`src/rtl/iterative_mul_pool_pkg.sv`:
```
// Shared types and helpers for the iterative multiplier pool.
package iterative_mul_pool_pkg;

    typedef enum logic [1:0] {
        LANE_IDLE = 2'd0,
        LANE_BUSY = 2'd1,
        LANE_DONE = 2'd2
    } lane_state_e;

    // Modular age test: a is younger than b when (a-b) mod 2^sn lies in
    // [1, 2^(sn-1)-1]. Equal sequence numbers are never younger.
    function automatic logic younger(input logic [31:0] a, input logic [31:0] b, input int sn);
        logic [31:0] w_mask;
        logic [31:0] w_diff;
        logic [31:0] w_half;
        w_mask = (sn >= 32) ? 32'hFFFF_FFFF : ((32'd1 << sn) - 32'd1);
        w_diff = (a - b) & w_mask;
        w_half = 32'd1 << (sn - 1);
        return (w_diff != 32'd0) && (w_diff < w_half);
    endfunction

endpackage

```
`src/rtl/iterative_mul_pool_lane.sv`:
```
// One iterative shift-add multiplier lane: FSM, cycle counter, datapath and
// the metadata of the op it carries.
module iterative_mul_lane
    import iterative_mul_pool_pkg::*;
#(
    parameter int P_NUM_CYCLES     = 16,
    parameter int P_SEQ_NUM_BITS   = 5,
    parameter int P_PHYS_ADDR_BITS = 6
) (
    input  logic                        clk,
    input  logic                        rst,
    input  logic                        i_issue,
    input  logic                        i_kill,
    input  logic                        i_retire,
    input  logic [31:0]                 i_pc,
    input  logic [31:0]                 i_op1,
    input  logic [31:0]                 i_op2,
    input  logic [P_SEQ_NUM_BITS-1:0]   i_seq,
    input  logic [4:0]                  i_waddr,
    input  logic [P_PHYS_ADDR_BITS-1:0] i_preg,
    output lane_state_e                 o_state,
    output logic [31:0]                 o_pc,
    output logic [P_SEQ_NUM_BITS-1:0]   o_seq,
    output logic [4:0]                  o_waddr,
    output logic [P_PHYS_ADDR_BITS-1:0] o_preg,
    output logic [31:0]                 o_result
);

    localparam int BITS = 32 / P_NUM_CYCLES;
    localparam int CW   = (P_NUM_CYCLES > 1) ? $clog2(P_NUM_CYCLES) : 1;

    lane_state_e                 r_state;
    logic [CW-1:0]               r_cnt;
    logic [31:0]                 r_mcand;
    logic [31:0]                 r_mplier;
    logic [31:0]                 r_acc;
    logic [31:0]                 r_pc;
    logic [P_SEQ_NUM_BITS-1:0]   r_seq;
    logic [4:0]                  r_waddr;
    logic [P_PHYS_ADDR_BITS-1:0] r_preg;
    logic [31:0]                 w_partial;

    // Partial product of this step's BITS multiplier digits, truncated to 32 bits.
    always_comb begin
        w_partial = '0;
        for (int j = 0; j < BITS; j++) begin
            if (r_mplier[j]) w_partial = w_partial + (r_mcand << j);
        end
    end

    // Lane FSM plus datapath; a squash hit overrides everything else.
    always_ff @(posedge clk or negedge rst) begin
        if (!rst) begin
            r_state  <= LANE_IDLE;
            r_cnt    <= '0;
            r_mcand  <= '0;
            r_mplier <= '0;
            r_acc    <= '0;
            r_pc     <= '0;
            r_seq    <= '0;
            r_waddr  <= '0;
            r_preg   <= '0;
        end else if (i_kill) begin
            r_state <= LANE_IDLE;
        end else begin
            case (r_state)
                LANE_IDLE: if (i_issue) begin
                    r_state  <= LANE_BUSY;
                    r_cnt    <= CW'(P_NUM_CYCLES - 1);
                    r_mcand  <= i_op1;
                    r_mplier <= i_op2;
                    r_acc    <= '0;
                    r_pc     <= i_pc;
                    r_seq    <= i_seq;
                    r_waddr  <= i_waddr;
                    r_preg   <= i_preg;
                end
                LANE_BUSY: begin
                    r_acc    <= r_acc + w_partial;
                    r_mcand  <= r_mcand << BITS;
                    r_mplier <= r_mplier >> BITS;
                    if (r_cnt == '0) r_state <= LANE_DONE;
                    else             r_cnt   <= r_cnt - 1'b1;
                end
                LANE_DONE: if (i_retire) r_state <= LANE_IDLE;
                default:   r_state <= LANE_IDLE;
            endcase
        end
    end

    assign o_state  = r_state;
    assign o_pc     = r_pc;
    assign o_seq    = r_seq;
    assign o_waddr  = r_waddr;
    assign o_preg   = r_preg;
    assign o_result = r_acc;

endmodule

```
`src/rtl/iterative_mul_pool.sv`:
```
// Pool of iterative multiplier lanes behind one issue port and one writeback
// port: lowest-free dispatch, squash masking, round-robin writeback.
module iterative_mul_pool
    import iterative_mul_pool_pkg::*;
#(
    parameter int p_num_lanes      = 2,
    parameter int p_num_cycles     = 16,
    parameter int p_seq_num_bits   = 5,
    parameter int p_phys_addr_bits = 6
) (
    input  logic                        clk,
    input  logic                        rst,
    input  logic                        d_val,
    output logic                        d_rdy,
    input  logic [31:0]                 d_pc,
    input  logic [31:0]                 d_op1,
    input  logic [31:0]                 d_op2,
    input  logic [p_seq_num_bits-1:0]   d_seq_num,
    input  logic [4:0]                  d_waddr,
    input  logic [p_phys_addr_bits-1:0] d_preg,
    output logic                        w_val,
    input  logic                        w_rdy,
    output logic [31:0]                 w_pc,
    output logic [p_seq_num_bits-1:0]   w_seq_num,
    output logic [4:0]                  w_waddr,
    output logic [p_phys_addr_bits-1:0] w_preg,
    output logic [31:0]                 w_wdata,
    output logic                        w_wen,
    input  logic                        squash_val,
    input  logic [p_seq_num_bits-1:0]   squash_seq
);

    localparam int LW = (p_num_lanes > 1) ? $clog2(p_num_lanes) : 1;

    lane_state_e                 w_state    [p_num_lanes];
    logic [31:0]                 w_lane_pc  [p_num_lanes];
    logic [p_seq_num_bits-1:0]   w_lane_seq [p_num_lanes];
    logic [4:0]                  w_lane_wa  [p_num_lanes];
    logic [p_phys_addr_bits-1:0] w_lane_pr  [p_num_lanes];
    logic [31:0]                 w_lane_res [p_num_lanes];

    logic [p_num_lanes-1:0] w_kill;
    logic [p_num_lanes-1:0] w_done_ok;
    logic                   w_any_idle;
    logic [LW-1:0]          w_free_idx;
    logic                   w_gnt_val;
    logic [LW-1:0]          w_gnt_idx;
    logic                   w_issue_drop;
    logic                   w_fire;
    logic [LW-1:0]          r_rr;
    logic                   r_live;

    // d_rdy is held low during reset and for the edge that releases it.
    always_ff @(posedge clk or negedge rst) begin
        if (!rst) r_live <= 1'b0;
        else      r_live <= 1'b1;
    end

    // Squash hits and the arbitration mask that hides squashed lanes this cycle.
    always_comb begin
        w_kill    = '0;
        w_done_ok = '0;
        for (int i = 0; i < p_num_lanes; i++) begin
            w_kill[i]    = squash_val && (w_state[i] != LANE_IDLE) &&
                           younger(32'(w_lane_seq[i]), 32'(squash_seq), p_seq_num_bits);
            w_done_ok[i] = (w_state[i] == LANE_DONE) && !w_kill[i];
        end
    end

    // Lowest-index IDLE lane takes the next issue.
    always_comb begin
        w_any_idle = 1'b0;
        w_free_idx = '0;
        for (int i = p_num_lanes - 1; i >= 0; i--) begin
            if (w_state[i] == LANE_IDLE) begin
                w_any_idle = 1'b1;
                w_free_idx = LW'(i);
            end
        end
    end

    assign d_rdy        = r_live && w_any_idle;
    assign w_issue_drop = squash_val && younger(32'(d_seq_num), 32'(squash_seq), p_seq_num_bits);
    assign w_fire       = d_val && d_rdy && !w_issue_drop;

    // Round-robin pick: the first unmasked DONE lane at or after r_rr wins.
    always_comb begin
        w_gnt_val = 1'b0;
        w_gnt_idx = '0;
        for (int k = p_num_lanes - 1; k >= 0; k--) begin
            if (w_done_ok[(int'(r_rr) + k) % p_num_lanes]) begin
                w_gnt_val = 1'b1;
                w_gnt_idx = LW'((int'(r_rr) + k) % p_num_lanes);
            end
        end
    end

    // Pointer moves past the lane that just retired.
    always_ff @(posedge clk or negedge rst) begin
        if (!rst)                  r_rr <= '0;
        else if (w_gnt_val && w_rdy)
            r_rr <= (w_gnt_idx == LW'(p_num_lanes - 1)) ? '0 : w_gnt_idx + 1'b1;
    end

    assign w_val     = w_gnt_val;
    assign w_pc      = w_lane_pc[w_gnt_idx];
    assign w_seq_num = w_lane_seq[w_gnt_idx];
    assign w_waddr   = w_lane_wa[w_gnt_idx];
    assign w_preg    = w_lane_pr[w_gnt_idx];
    assign w_wdata   = w_lane_res[w_gnt_idx];
    assign w_wen     = (w_waddr != 5'd0);

    for (genvar g = 0; g < p_num_lanes; g++) begin : g_lane
        iterative_mul_lane #(
            .P_NUM_CYCLES    (p_num_cycles),
            .P_SEQ_NUM_BITS  (p_seq_num_bits),
            .P_PHYS_ADDR_BITS(p_phys_addr_bits)
        ) u_lane (
            .clk     (clk),
            .rst     (rst),
            .i_issue (w_fire && (w_free_idx == LW'(g))),
            .i_kill  (w_kill[g]),
            .i_retire(w_rdy && w_gnt_val && (w_gnt_idx == LW'(g))),
            .i_pc    (d_pc),
            .i_op1   (d_op1),
            .i_op2   (d_op2),
            .i_seq   (d_seq_num),
            .i_waddr (d_waddr),
            .i_preg  (d_preg),
            .o_state (w_state[g]),
            .o_pc    (w_lane_pc[g]),
            .o_seq   (w_lane_seq[g]),
            .o_waddr (w_lane_wa[g]),
            .o_preg  (w_lane_pr[g]),
            .o_result(w_lane_res[g])
        );
    end

endmodule
```
`config.mk`:
```
export PLATFORM = sky130hd
export DESIGN_NAME = iterative_mul_pool
export DESIGN_NICKNAME = d
export VERILOG_FILES = /design/src/rtl/iterative_mul_pool_pkg.sv /design/src/rtl/iterative_mul_pool_lane.sv /design/src/rtl/iterative_mul_pool.sv
export SDC_FILE = /design/constraint.sdc
export NUM_CORES = 1
export LEC_CHECK = 0
export CELL_PAD_IN_SITES_DETAIL_PLACEMENT = 1
export CELL_PAD_IN_SITES_GLOBAL_PLACEMENT = 1
export CORE_MARGIN = 5
export CORE_UTILIZATION = 41
export DETAILED_ROUTE_END_ITERATION = 6
export GPL_ROUTABILITY_DRIVEN = 0
export GPL_TIMING_DRIVEN = 0
export PLACE_DENSITY_LB_ADDON = 0.1
export SYNTH_ARGS = -nofsm -noshare
export SYNTH_HDL_FRONTEND = slang
export SYNTH_HIERARCHICAL = 1
export SYNTH_SLANG_ARGS = --single-unit
```
`constraint.sdc`:
```
create_clock -name clk -period 6.9 [get_ports clk]
set_input_delay 1.38 -clock clk [delete_from_list [all_inputs] [get_ports clk]]
set_output_delay 1.38 -clock clk [all_outputs]
set_load 0.005 [all_outputs]
```
## Word level (Yosys, flattened, before mapping)

Index checks and enable logic that the tools add are counted.

- Add/subtract/negate cells: 11
- $lt $le $gt $ge: 6
- Equal/unequal tests: 14
- Multiplexer cells: 60
- Bitwise operators: 6
- Reduce and logical (&&, ||, !) cells: 41

Operator list:

| kind | number |
|---|---|
| 32-bit two-way mux | 16 |
| 32-bit case mux with 2 select lines | 6 |
| 32-bit adder | 4 |
| 32-bit nonzero test | 3 |
| 5-bit two-way mux | 6 |
| 1-bit logical AND | 18 |
| 6-bit two-way mux | 3 |
| 3-bit by 1-bit != test with 1-bit output (second input constant) | 6 |
| 3-bit AND reduction | 6 |
| 2-bit two-way mux | 8 |
| 4-bit two-way mux | 4 |
| 4-bit case mux with 2 select lines | 2 |
| 5-bit < comparator (second input constant) | 3 |
| 5-bit subtractor | 3 |
| 1-bit two-way mux | 13 |
| 2-bit case mux with 3 select lines | 2 |
| 4-bit logical NOT | 2 |
| 4-bit AND reduction | 2 |
| 2-bit nonzero test | 4 |
| 4-bit by 1-bit subtractor with 4-bit output (second input constant) | 2 |
| 5-bit nonzero test | 1 |
| 2-bit by 1-bit == test with 1-bit output (second input constant) | 2 |
| 2-bit == test (second input constant) | 2 |
| 2-bit logical NOT | 2 |
| other kinds (10) | 18 |

- Flip-flop bits (word level): 302
- Input bits: 122
- Output and inout port bits: 83

## Longest topological paths before layout

Gate-level depths: netlist (run 1).

- Depth after elaboration: 16
- Depth in mapped cells: 35

## Hierarchy

The synthesis (run 1) kept the hierarchy.

By module, submodules not included:

| module | instances | cells each | area each (sq um) | sequential area each (sq um) |
|---|---|---|---|---|
| iterative_mul_lane at g_lane[0].u_lane | 1 | 1112 | 10112.2 | 3753.6 |
| iterative_mul_lane at g_lane[1].u_lane | 1 | 1088 | 9985.8 | 3753.6 |
| iterative_mul_pool | 1 | 179 | 2047.0 | 50.0 |

## Worst setup path after synthesis (run 1)

OpenSTA, ideal clock, no wires.

- Path type: reg-to-reg
- Start: register g_lane[1].u_lane.r_mplier[0]
- End: register g_lane[1].u_lane.r_acc[31]
- Data arrival time: 6.582 ns
- Required time: 6.830 ns
- Slack: 0.249 ns
- Cell stages (with the launch flop): 35
- Path buffers: 5
- Period minus slack after synthesis: 6.651 ns
- Path through: dfrtp_1 > buf_2 > buf_2 > buf_1 > buf_1 > buf_1 > nand2_1 > inv_1 > ha_1 > inv_1 > fa_1 > nor2b_1 > o21ai_1 > a211oi_1 > or3_1 > a22o_1 > a22oi_1 > inv_1 > o21ai_0 > a21oi_1 > a31oi_1 > xnor2_1 > mux2_2 > ha_1 > and4_1 > or3b_1 > a211oi_2 > nor3_1 > o31ai_2 > a31oi_1 > a21oi_1 > xnor2_1 > and3_4 > or4_1 > nand3_1

- Cells in the longest elaborated chain, start to end: 5

RTL lines:

| what | RTL line | text |
|---|---|---|
| start, declared | iterative_mul_pool_lane.sv:35 | `logic [31:0] r_mplier;` |
| start signal, assigned | iterative_mul_pool_lane.sv:71 | `r_mplier <= i_op2;` |
| start signal, assigned | iterative_mul_pool_lane.sv:81 | `r_mplier <= r_mplier >> BITS;` |
| 32-bit two-way mux * | iterative_mul_pool_lane.sv:47 | `if (r_mplier[j]) w_partial = w_partial + (r_mcand << j);` |
| 32-bit adder | iterative_mul_pool_lane.sv:47 |  |
| 32-bit two-way mux * | iterative_mul_pool_lane.sv:47 |  |
| 32-bit adder * | iterative_mul_pool_lane.sv:79 | `r_acc <= r_acc + w_partial;` |
| 32-bit case mux with 2 select lines * | iterative_mul_pool_lane.sv:66 | `case (r_state)` |
| end signal, assigned | iterative_mul_pool_lane.sv:79 |  |
| end, declared | iterative_mul_pool_lane.sv:36 | `logic [31:0] r_acc;` |

Mark *: on every way between the ends. The rest lies on a longest branch, timed or not.
A chain may end at the register's enable or synchronous reset.

## Worst setup path after layout (run 1)

Same ends and word-level chain as after synthesis.

==> results of run 1 <==
Yosys cell counts (all sizes together) (41+ instances only):
cell,n,area [sq um]
o21ai,257,1300
a21o,52,392
mux2,200,2540
buf,43,338
xor2,52,455
nor2,97,364
inv,63,236
and2,41,259
clkbuf,100,375
nand2,301,1130
xnor2,68,596
dfrtp,302,7560
mux2i,128,1280
ha,112,1400
a21oi,145,733
layout make-up:
class                           instances  area, sq um  share of cell area, %
Timing Repair Buffer                  222         2220                   8.31
Clock inverter                         16          245                  0.917
Inverter                               63          236                  0.885
Multi-Input combinational cell       1871        13800                   51.5
Buffer                                138          733                   2.74
Sequential cell                       302         7560                   28.3
Antenna cell                            1         2.50                0.00936
Clock buffer                           55         1100                   4.10
Tap cell                              696          871                   3.26
sequential cells by signal, indices dropped and copies added, names as in the netlist:
signal and count:
g_lane.u_lane/o_pc 64, g_lane.u_lane/o_result 64, g_lane.u_lane/r_mcand 64, g_lane.u_lane/r_mplier 64
g_lane.u_lane/o_preg 12, g_lane.u_lane/o_seq 10, g_lane.u_lane/o_waddr 10, g_lane.u_lane/r_cnt 8
g_lane.u_lane/o_state 4, r_live 1, r_rr 1
power breakdown:
group	total, mW	internal (mW)	leakage, nW	switching (mW)
registers	3.33	2.62	3.74	0.712
logic	8.57	3.67	7.62	4.91
clock network	2.19	1.31	0.658	0.884
path summary, 6_finish.rpt:
check,from,depth (start not counted),endpoint
max,g_lane[1].u_lane/r_mplier[0],33,g_lane[1].u_lane/o_result[31]
min,g_lane[1].u_lane/r_mcand[31],2,g_lane[1].u_lane/r_mcand[31]
max reg2reg,g_lane[1].u_lane/r_mplier[0],33,g_lane[1].u_lane/o_result[31]
min reg2reg,g_lane[1].u_lane/r_mcand[31],2,g_lane[1].u_lane/r_mcand[31]
max in group asynchronous,rst,2,g_lane[1].u_lane/o_pc[25]
min in group asynchronous,rst,1,g_lane[0].u_lane/o_result[14]
kinds of logic (layout without fill, tap and decap cells):
family	Yosys count	in the layout
xor+xnor	120	120
other cells	1	2
fa+ha+maj	118	118
simple gates	645	645
compound gates	659	659
flops	302	302
buf+inv	206	494
mux	328	328
metrics by stage:
step | hold slack [ns] | instances | setup TNS [ns]
3_5_place_dp | 0.471 | 3283 | -17.23
4_1_cts | 0.484 | 3354 | -0.0173
5_1_grt | 0.508 | 3363 | -0.147
6_report | 0.480 | 3364 | 0
3_3_place_gp | 0.461 | 3279 | -2888.40
2_1_floorplan | 0.450 | 2379 | 0
critical path: cells and delay by family (launching register included):
family          cells  cell delay, ns
xor+xnor            2            0.18
flops               1            0.41
simple gates       10            2.03
compound gates     11            2.32
fa+ha+maj           3            0.69
buf+inv             6            0.77
mux                 1            0.31
layer usage:
metal | global-route usage, % | vias to the layer above | routed length [um]
met3 | 5.98 | 139 | 4380
met4 | 10.8 | 8 | 3550
li1 | - | 9078 | -
met2 | 43.7 | 435 | 37600
met1 | 32.6 | 9729 | 33700
met5 | 0 | - | 55
layout by cell type (no fill, tap or decap), types with 8 or more instances in the layout:
cell                              instances
sky130_fd_sc_hd__o21ai_1                  8
sky130_fd_sc_hd__nand4_1                 10
sky130_fd_sc_hd__clkdlybuf4s50_1        203
sky130_fd_sc_hd__xor2_1                  52
sky130_fd_sc_hd__buf_12                  10
sky130_fd_sc_hd__and2_1                  40
sky130_fd_sc_hd__nor3_1                  26
sky130_fd_sc_hd__mux2_2                 121
sky130_fd_sc_hd__a21o_1                  51
sky130_fd_sc_hd__ha_1                   110
sky130_fd_sc_hd__a31oi_1                 13
sky130_fd_sc_hd__nand2_1                300
sky130_fd_sc_hd__or2_2                    8
sky130_fd_sc_hd__o2111ai_1                8
sky130_fd_sc_hd__a22o_1                  16
sky130_fd_sc_hd__clkbuf_16               39
sky130_fd_sc_hd__dfrtp_1                302
sky130_fd_sc_hd__o21a_1                  22
sky130_fd_sc_hd__inv_1                   62
sky130_fd_sc_hd__clkbuf_1               108
sky130_fd_sc_hd__or3_1                    9
sky130_fd_sc_hd__nor3b_1                 10
sky130_fd_sc_hd__buf_4                   18
sky130_fd_sc_hd__a21oi_1                140
sky130_fd_sc_hd__nand3_1                 24
sky130_fd_sc_hd__mux2i_1                128
sky130_fd_sc_hd__o31ai_1                 12
sky130_fd_sc_hd__nor2_1                  97
sky130_fd_sc_hd__xnor2_1                 67
sky130_fd_sc_hd__buf_1                   15
sky130_fd_sc_hd__nand2b_1                23
sky130_fd_sc_hd__buf_2                    9
sky130_fd_sc_hd__mux2_4                  79
sky130_fd_sc_hd__o22ai_1                 10
sky130_fd_sc_hd__nor2b_1                 31
sky130_fd_sc_hd__and3_1                  17
sky130_fd_sc_hd__o21bai_1                11
sky130_fd_sc_hd__o21ai_0                245
sky130_fd_sc_hd__a211oi_1                 8
repair_timing:
item                                    in CTS  in global routing
endpoints found under the hold margin        0                  0
setup buffers                                3                 11
pin swaps                                    4                 12
gates cloned                                 0                  0
endpoints found under the setup margin      32                  5
gates resized for setup                     30                 14
==> impl_metrics.sql, run 1 <==
INSERT INTO impl_metrics (metric_group, metric, value, unit) VALUES
('run_status', 'outcome', 'completed', ''),
('cts', 'cts_inserted_buffers', '39', ''),
('yosys', 'synthesis.instances', '2379', ''),
('cts', 'tritoncts_num_sinks', '302', ''),
('drt', 'viasPerCell', '5.76', ''),
('final_layout', 'fill_cells', '6103', ''),
('yosys', 'portion_of_the_post_synthesis_area_used_by_sequential_elements', '34.1', '%'),
('timing', 'finalHoldViolations', '0', ''),
('yosys', 'synth_compound_gate_area_share', '18.9', '%'),
('cts', 'worstSkewPairLatency', '0.59', 'ns'),
('setup_path', 'r2r_setup_slack', '0.07', 'ns'),
('setup_path', 'cp_max_fo', '16', ''),
('global_routing', 'grt_first_pass_wirelength', '122000', 'um'),
('drt', 'route.antenna.remaining_nets', '0', ''),
('drt', 'detail_route.first_pass.iterations', '5', ''),
('placement', 'dp.final_hpwl', '60300', 'um'),
('global_routing', 'grt_remaining_overflow', '0', ''),
('timing', 'period_share', '98.9', '%'),
('yosys', 'avgSynthCellArea', '9.31', 'sq um'),
('final_layout', 'flow.area_growth_from_synthesis', '20.7', '%'),
('run', 'maxcap_violations', '0', ''),
('setup_path', 'worstPathArrival', '7.34', 'ns'),
('yosys', 'muxShareOfSynthArea', '17.3', '%'),
('final_layout', 'stdcell_area', '0.0267', 'sq mm'),
('pwr', 'power.total', '14.1', 'mW'),
('pwr', 'vdd_ir_drop_max', '232', 'uV'),
('yosys', 'post_synth_xor_area_fraction', '4.75', '%'),
('yosys', 'ys_warn_count', '6', ''),
('floorplanning', 'core-area', '0.0537', 'sq mm'),
('global_routing', 'antenna_found_initial', '6', ''),
('cts', 'holdBufCountCts', '0', ''),
('yosys', 'synth_top_family_by_area', 'compound AO/OA/AOI/OAI gates', ''),
('floorplanning', 'dieWidth', '242', 'um'),
('yosys', 'synth-edff-count', '0', ''),
('yosys', 'netlist_area', '0.0221', 'sq mm'),
('timing', 'setup_ws', '0.0744', 'ns'),
('placement', 'placement.setup.worst_slack', '-1.78', 'ns'),
('floorplanning', 'fp-row-count', '85', ''),
('yosys', 'synth_flop_cell', 'sky130_fd_sc_hd__dfrtp_1', ''),
('pwr', 'static_leakage', '12.0', 'nW'),
('timing', 'skew', '0.0176', 'ns'),
('setup_path', 'slowest_delay', '0.47', 'ns'),
('drt', 'routedWlPerCell', '23.6', 'um'),
('setup_path', 'critPathRequiredTime', '7.42', 'ns'),
('cts', 'cts_max_level', '2', ''),
('timing', 'finalWorstPathRequiredPeriod', '6.83', 'ns'),
('timing', 'slew-limit-headroom', '20.7', '%'),
('floorplanning', 'pin_count', '205', ''),
('floorplanning', 'die_h', '242', 'um'),
('yosys', 'synthAdderAreaFrac', '6.79', '%'),
('timing', 'fmaxAchievable', '147', 'MHz'),
('yosys', 'postSynthNetCount', '2617', ''),
('yosys', 'yosysUniqueCellTypes', '102', ''),
('timing', 'timing_worst_slew_pin_value', '1.19', 'ns'),
('setup_path', 'worst_setup_path_end_kind', 'flop', ''),
('timing', 'report.final.setup_viol', '0', ''),
('placement', 'port-buffer-count', '204', ''),
('global_routing', 'grt.total_usage', '26.1', '%'),
('floorplanning', 'floorplan.initialDensity', '41.2', '%'),
('setup_path', 'start_kind', 'flop', ''),
('drt', 'routed_wirelength', '79300', 'um'),
('worst_hold_path', 'hold_path_class', 'reg -> reg', ''),
('cts', 'cts_tree', 'yes', ''),
('cts', 'clk_pin_slew', '0.06', 'ns'),
('yosys', 'synth_simple_gate_area_share', '13.9', '%'),
('final_layout', 'layout.core_utilization', '49.8', '%'),
('setup_path', 'critPathSlowestCell', 'sky130_fd_sc_hd__or4_1', ''),
('global_routing', 'grt_start_max_net_pins', '119', ''),
('drt', 'drc', '0', ''),
('drt', 'drt-initial-drc-count', '1031', ''),
('timing', 'drv_slew', '0', ''),
('yosys', 'asyncSetResetFlopFracSynth', '100', '%'),
('drt', 'num_vias', '19389', ''),
('final_layout', 'design.final.nets', '2875', ''),
('pwr', 'power.density_cell_area', '527', 'mW/mm^2'),
('cts', 'clock_path_buffers', '3', ''),
('timing', 'rsz_0062_raised_after_global_routing', 'true', ''),
('cts', 'cts.root.buffer_cell', 'sky130_fd_sc_hd__clkbuf_16', ''),
('floorplanning', 'die-area', '0.0588', 'sq mm'),
('final_layout', 'drive_above_1_share', '13.7', '%'),
('placement', 'dpl-instance-area', '0.0251', 'sq mm'),
('setup_path', 'criticalPathCategory', 'reg -> reg', ''),
('global_routing', 'grt_pass1_vias', '20494', ''),
('yosys', 'synth-seq-cells', '302', '');
No activity file was read; power rests on OpenSTA's default activity.
==> run 2, diff against run 1 <==
GPL_TIMING_DRIVEN = 1   (was 0)
MAX_ROUTING_LAYER = met4   (was not set)
==> run 2 against run 1 <==
  * Critical path depth decreased by 6
  * Fmax increased by 4.6%
  * Global-route usage decreased by 2.4 points
  * Setup slack improved by 0.30 ns
  * First-iteration DRC count decreased by 18%
  * Cell area decreased by 2.3%
  * Worst hold slack got worse by 0.0040 ns
  * Power decreased by 3.8%
  * Largest power group unchanged
==> impl_metrics.sql, run 2 (synthesized netlist as in run 1, its figures left out) <==
INSERT INTO impl_metrics (metric_group, metric, value, unit) VALUES
('drt', 'routed_wirelength', '69000', 'um'),
('setup_path', 'worst_setup_path_end_kind', 'flop', ''),
('final_layout', 'ff_latch_area', '0.00756', 'sq mm'),
('run_status', 'outcome', 'completed', ''),
('final_layout', 'drive_above_1_share', '13.5', '%'),
('final_layout', 'flow.area_growth_from_synthesis', '18.0', '%'),
('pwr', 'power.density_cell_area', '519', 'mW/mm^2'),
('global_routing', 'antenna_found_initial', '4', ''),
('setup_path', 'slowest_delay', '0.47', 'ns'),
('timing', 'timing_worst_slew_pin_value', '1.12', 'ns'),
('floorplanning', 'fp-row-count', '85', ''),
('drt', 'drt-initial-drc-count', '844', ''),
('floorplanning', 'die_h', '242', 'um'),
('setup_path', 'r2r-start', 'g_lane[1].u_lane/r_mplier[0]', ''),
('placement', 'dp.final_hpwl', '50900', 'um'),
('cts', 'cts_inserted_buffers', '39', ''),
('pwr', 'vdd_ir_drop_max', '305', 'uV'),
('drt', 'detail_route.first_pass.iterations', '5', ''),
('final_layout', 'fill_cells', '6054', ''),
('global_routing', 'grt_start_max_net_pins', '150', ''),
('timing', 'slew-limit-headroom', '25.2', '%'),
('timing', 'setup_ws', '0.377', 'ns'),
('setup_path', 'worstPathArrival', '7.03', 'ns'),
('floorplanning', 'core-area', '0.0537', 'sq mm'),
('cts', 'cts_max_level', '2', ''),
('setup_path', 'criticalPathCategory', 'reg -> reg', ''),
('setup_path', 'start_kind', 'flop', ''),
('timing', 'rsz_0062_raised_after_global_routing', 'false', ''),
('final_layout', 'area_of_the_multi_input_gates', '0.0137', 'sq mm'),
('timing', 'report.final.setup_viol', '0', ''),
('drt', 'drc', '0', ''),
('cts', 'clock_path_buffers', '3', ''),
('setup_path', 'critPathRequiredTime', '7.40', 'ns'),
('cts', 'holdBufCountCts', '0', ''),
('floorplanning', 'die-area', '0.0588', 'sq mm'),
('floorplanning', 'floorplan.initialDensity', '41.2', '%'),
('timing', 'hold_ws', '0.476', 'ns'),
('setup_path', 'setup.worst_path.start', 'g_lane[1].u_lane/r_mplier[0]', ''),
('final_layout', 'design.final.nets', '2751', ''),
('cts', 'tritoncts_num_sinks', '302', ''),
('setup_path', 'timing.critical_path.mode_cell', 'sky130_fd_sc_hd__a21oi_1', ''),
('timing', 'tns', '0', 'ns'),
('global_routing', 'grt_pass1_vias', '19638', ''),
('timing', 'fmaxAchievable', '153', 'MHz'),
('floorplanning', 'dieWidth', '242', 'um'),
('placement', 'port-buffer-count', '204', ''),
('run', 'maxcap_violations', '0', ''),
('drt', 'route.antenna.remaining_nets', '0', ''),
('setup_path', 'critPathSlowestCell', 'sky130_fd_sc_hd__or4_1', ''),
('drt', 'viasPerCell', '5.68', ''),
('drt', 'routedWlPerCell', '21.3', 'um'),
('cts', 'clk_pin_slew', '0.06', 'ns'),
('pwr', 'static_leakage', '11.8', 'nW'),
('drt', 'num_vias', '18397', ''),
('worst_hold_path', 'hold_path_class', 'reg -> reg', ''),
('global_routing', 'grt.total_usage', '23.7', '%'),
('setup_path', 'cp_max_fo', '12', ''),
('global_routing', 'grt_remaining_overflow', '0', ''),
('cts', 'cts.root.buffer_cell', 'sky130_fd_sc_hd__clkbuf_16', ''),
('worst_hold_path', 'min_from', 'g_lane[0].u_lane/r_mplier[7]', ''),
('timing', 'finalHoldViolations', '0', ''),
('timing', 'drv_slew', '0', ''),
('timing', 'period_share', '94.5', '%'),
('final_layout', 'mostFrequentLayoutCells', 'sky130_fd_sc_hd__nand2_1, sky130_fd_sc_hd__dfrtp_1, sky130_fd_sc_hd__o21ai_0', ''),
('cts', 'worstSkewPairLatency', '0.57', 'ns'),
('timing', 'finalWorstPathRequiredPeriod', '6.52', 'ns'),
('cts', 'cts_tree', 'yes', ''),
('floorplanning', 'pin_count', '205', ''),
('timing', 'skew', '0.0115', 'ns'),
('global_routing', 'grt_first_pass_wirelength', '111000', 'um'),
('placement', 'placement.setup.worst_slack', '0.295', 'ns');
[run 2: changes by cell type in the layout (fill, tap and decap cells not counted), moves of 3 or more]
cell / change
sky130_fd_sc_hd__clkbuf_8: -5
sky130_fd_sc_hd__buf_12: -5
sky130_fd_sc_hd__clkbuf_1: -99
sky130_fd_sc_hd__a21oi_2: -3
sky130_fd_sc_hd__buf_1: -15
sky130_fd_sc_hd__buf_6: -3
sky130_fd_sc_hd__a21oi_1: +3
sky130_fd_sc_hd__bufinv_16: +4
sky130_fd_sc_hd__buf_2: -9
sky130_fd_sc_hd__buf_4: +9
sky130_fd_sc_hd__o21ai_1: -3
[run 2: worst paths after layout]
check / cells after the start / slack (ns) / end
max reg2reg: 27 / 0.38 / g_lane[1].u_lane/o_result[31]
max: 27 / 0.38 / g_lane[1].u_lane/o_result[31]
min in group asynchronous: 1 / 0.83 / g_lane[1].u_lane/o_result[15]
max in group asynchronous: 2 / 4.62 / g_lane[1].u_lane/r_mplier[0]
min: 2 / 0.48 / g_lane[0].u_lane/r_mplier[7]
min reg2reg: 2 / 0.48 / g_lane[0].u_lane/r_mplier[7]
[run 2: repair_timing]
action,4_1_cts,5_1_grt
endpoints found under the setup margin,0,1
resized for setup,0,1
setup buffers,0,0
hold endpoints to repair,0,0
[run 2: layout make-up]
class                   instances  area share, %
clock buffers                  49           3.92
clock inverters                20           1.42
repair buffers                236           8.99
multi-input cells            1871           52.5
diodes                          2         0.0192
flip-flops and latches        302           28.9
well taps                     696           3.33
inverters                      63          0.905
[run 2: worst max-delay path: cells and delay by family, from the launching register on]
kind	cells	cell delay, ns
xor gates and xnor gates	2	0.18
DFF	1	0.40
and+or+nand+nor	9	2.19
buffers and inverters	3	0.37
AOI/OAI and AO/OA	10	2.43
adders and majority gates	2	0.59
muxes	1	0.29
[run 2: layer usage]
layer | part of all wire [%] | track usage, % | vias up
li1 | - | - | 8836
met1 | 45 | 29.8 | 9178
met2 | 49 | 40.4 | 302
met3 | 4.1 | 4.13 | 81
met4 | 1.7 | 5.05 | 0
met5 | 0 | - | -
[run 2: through the flow]
step / instance area, sq um / power (mW) / utilization, % / cells
CTS: 26100 / 13.7 / 48.6 / 3237
floorplan: 22100 / 8.85 / - / 2379
global route: 26100 / 14.7 / 48.6 / 3239
global placement: 24700 / 11.0 / 46.0 / 3168
finish: 26100 / 13.6 / 48.6 / 3239
detailed placement: 24700 / 11.3 / 46.0 / 3168
[run 2: power breakdown]
| group | internal [mW] | leakage [nW] | switching [mW] |
|---|---|---|---|
| clock network | 1.40 | 0.682 | 0.849 |
| registers | 2.62 | 3.74 | 0.961 |
| logic | 3.54 | 7.37 | 4.19 |
| total | 7.56 | 11.8 | 6.00 |
==> run 3, diff against run 2 <==
CORE_ASPECT_RATIO = 1.1   (was not set)
==> run 3 against run 2 <==
  * Fmax rose by 2.8%
  * Largest cell class unchanged
  * Die area barely moved
  * Count of clock-buffer cells in the layout rose by 3
  * Largest power group unchanged
==> impl_metrics.sql, run 3 (synthesized netlist as in run 1, its figures left out) <==
INSERT INTO impl_metrics (metric_group, metric, value, unit) VALUES
('setup_path', 'criticalPathCategory', 'reg -> reg', ''),
('floorplanning', 'fp-row-count', '89', ''),
('timing', 'slew-limit-headroom', '20.7', '%'),
('drt', 'detail_route.first_pass.iterations', '5', ''),
('floorplanning', 'die_h', '254', 'um'),
('pwr', 'switchingPower', '5.99', 'mW'),
('setup_path', 'worstPathArrival', '6.84', 'ns'),
('timing', 'fmaxAchievable', '158', 'MHz'),
('timing', 'skew', '0.0214', 'ns'),
('setup_path', 'r2r-start', 'g_lane[1].u_lane/r_mcand[1]', ''),
('timing', 'tns', '0', 'ns'),
('timing', 'report.final.setup_viol', '0', ''),
('setup_path', 'rr_worst_depth', '28', ''),
('run', 'maxcap_violations', '0', ''),
('cts', 'worstSkewPairLatency', '0.58', 'ns'),
('setup_path', 'critPathSlowestCell', 'sky130_fd_sc_hd__or4_1', ''),
('placement', 'placement.setup.worst_slack', '0.474', 'ns'),
('worst_hold_path', 'hold_path_end', 'g_lane[0].u_lane/r_mplier[21]', ''),
('global_routing', 'grt.total_usage', '24.1', '%'),
('worst_hold_path', 'hold_path_class', 'reg -> reg', ''),
('drt', 'drc', '0', ''),
('pwr', 'vdd_ir_drop_max', '210', 'uV'),
('pwr', 'power.switching_fraction', '44.8', '%'),
('placement', 'port-buffer-count', '204', ''),
('worst_hold_path', 'whs_path_depth', '2', ''),
('final_layout', 'finish.cell_count_without_fillers', '3269', ''),
('setup_path', 'slowest_delay', '0.46', 'ns'),
('cts', 'cts.root.buffer_cell', 'sky130_fd_sc_hd__clkbuf_16', ''),
('timing', 'period_share', '91.9', '%'),
('placement', 'place_inst', '3202', ''),
('timing', 'drv_slew', '0', ''),
('floorplanning', 'core-area', '0.0536', 'sq mm'),
('floorplanning', 'die-area', '0.0588', 'sq mm'),
('cts', 'cts_tree', 'yes', ''),
('global_routing', 'antenna_found_initial', '6', ''),
('pwr', 'static_leakage', '11.7', 'nW'),
('final_layout', 'flow.area_growth_from_synthesis', '17.7', '%'),
('drt', 'viasPerCell', '5.64', ''),
('drt', 'route.antenna.remaining_nets', '0', ''),
('cts', 'cts_max_level', '2', ''),
('cts', 'cts_inserted_buffers', '37', ''),
('floorplanning', 'floorplan.initialDensity', '41.3', '%'),
('setup_path', 'buffers_inverters_on_critical_path', '3', ''),
('run_status', 'outcome', 'completed', ''),
('timing', 'rsz_0062_raised_after_global_routing', 'false', ''),
('setup_path', 'worst_setup_path_end_kind', 'flop', ''),
('floorplanning', 'pin_count', '205', ''),
('cts', 'post_cts.repair.setup_buffers', '0', ''),
('setup_path', 'r2r_setup_slack', '0.56', 'ns'),
('global_routing', 'grt_start_max_net_pins', '144', ''),
('final_layout', 'drive_above_1_share', '13.4', '%'),
('global_routing', 'grt_pass1_vias', '19578', ''),
('pwr', 'power_frac_seq', '27.1', '%'),
('cts', 'post_cts_resized', '0', ''),
('cts', 'clock_path_buffers', '3', ''),
('worst_hold_path', 'min_from', 'g_lane[0].u_lane/r_mplier[21]', ''),
('pwr', 'share_clk_of_total_power', '15.4', '%'),
('setup_path', 'critPathRequiredTime', '7.40', 'ns'),
('cts', 'clk_pin_slew', '0.06', 'ns'),
('cts', 'tritoncts_num_sinks', '302', ''),
('drt', 'routed_wirelength', '70300', 'um'),
('setup_path', 'path_delay_family', 'compound AO/OA/AOI/OAI gates', ''),
('setup_path', 'start_kind', 'flop', ''),
('pwr', 'power.density_cell_area', '513', 'mW/mm^2'),
('placement', 'dp.final_hpwl', '52600', 'um'),
('global_routing', 'grt_first_pass_wirelength', '111000', 'um'),
('pwr', 'combPwrFrac', '57.5', '%'),
('timing', 'finalHoldViolations', '0', ''),
('pwr', 'intPower', '7.39', 'mW'),
('timing', 'finalWorstPathRequiredPeriod', '6.34', 'ns'),
('setup_path', 'cp_max_fo', '5', ''),
('drt', 'num_vias', '18424', ''),
('drt', 'routedWlPerCell', '21.5', 'um'),
('cts', 'holdBufCountCts', '0', ''),
('global_routing', 'grt_remaining_overflow', '0', ''),
('timing', 'setup_ws', '0.556', 'ns'),
('timing', 'timing_worst_slew_pin_value', '1.19', 'ns'),
('floorplanning', 'dieWidth', '232', 'um'),
('final_layout', 'design.final.nets', '2751', ''),
('final_layout', 'mostFrequentLayoutCells', 'sky130_fd_sc_hd__nand2_1, sky130_fd_sc_hd__dfrtp_1, sky130_fd_sc_hd__o21ai_0', ''),
('drt', 'drt-initial-drc-count', '924', ''),
('setup_path', 'reg2reg_to', 'g_lane[1].u_lane/o_result[31]', '');
[run 3: changes by cell type in the layout (fill, tap and decap cells not counted), sizes merged]
cell | before | now
bufinv | 9 | 4
inv | 67 | 63
clkbuf | 49 | 52
diode | 2 | 5
buf | 33 | 35
clkinv | 7 | 5
clkinvlp | 0 | 1
[run 3: worst max-delay path by stage]
stage	startpoint	end	slack (ns)	cells after the start
global placement	g_lane[1].u_lane/r_mcand[1]	g_lane[1].u_lane/o_result[31]	0.68	28
CTS	g_lane[1].u_lane/r_mcand[1]	g_lane[1].u_lane/o_result[31]	0.41	28
global route	g_lane[1].u_lane/r_mcand[1]	g_lane[1].u_lane/o_result[31]	0.09	28
floorplan	g_lane[1].u_lane/r_mplier[0]	g_lane[1].u_lane/o_result[31]	0.25	34
detailed placement	g_lane[1].u_lane/r_mcand[1]	g_lane[1].u_lane/o_result[31]	0.47	28
finish	g_lane[1].u_lane/r_mcand[1]	g_lane[1].u_lane/o_result[31]	0.56	28
[run 3: stage by stage]
step           area, sq um  util, %  hold slack (ns)  total power [mW]
2_1_floorplan        22100        -            0.450              8.85
3_5_place_dp         24800     46.2            0.470              11.3
6_report             26100     48.7            0.477              13.4
4_1_cts              26000     48.6            0.483              13.5
5_1_grt              26100     48.7            0.503              14.5
3_3_place_gp         24800     46.2            0.460              11.0
[run 3: power groups by stage]
stage               clock (mW)  combinational, mW  sequential, mW
global placement             0               7.44            3.60
global route              2.21               8.56            3.74
finish                    2.07               7.69            3.63
floorplan                    0               5.81            3.04
CTS                       2.14               7.74            3.63
detailed placement           0               7.68            3.66
[run 3: metal layers]
metal | vias to the layer above | wire, um | GRT usage [%] | part of all wire (%)
met5 | - | 0 | - | 0
met4 | 0 | 2640 | 8.73 | 3.8
met3 | 110 | 3610 | 4.92 | 5.1
met2 | 325 | 34400 | 41.1 | 49
met1 | 9131 | 29600 | 28.5 | 42
li1 | 8858 | - | - | -
[run 3: layout make-up]
cell class | instances | area [sq um]
clock buffers | 52 | 1060
inverters | 63 | 236
flip-flops and latches | 302 | 7560
diodes | 5 | 12.5
repair buffers | 238 | 2350
well taps | 728 | 911
fillers | 6028 | 27500
clock inverters | 10 | 228
multi-input cells | 1871 | 13700
[run 3: worst min-delay path: stages (launching register included)]
cell and delay (ns):
sky130_fd_sc_hd__dfrtp_1 0.34, sky130_fd_sc_hd__nand2_1 0.05, sky130_fd_sc_hd__o21ai_0 0.06
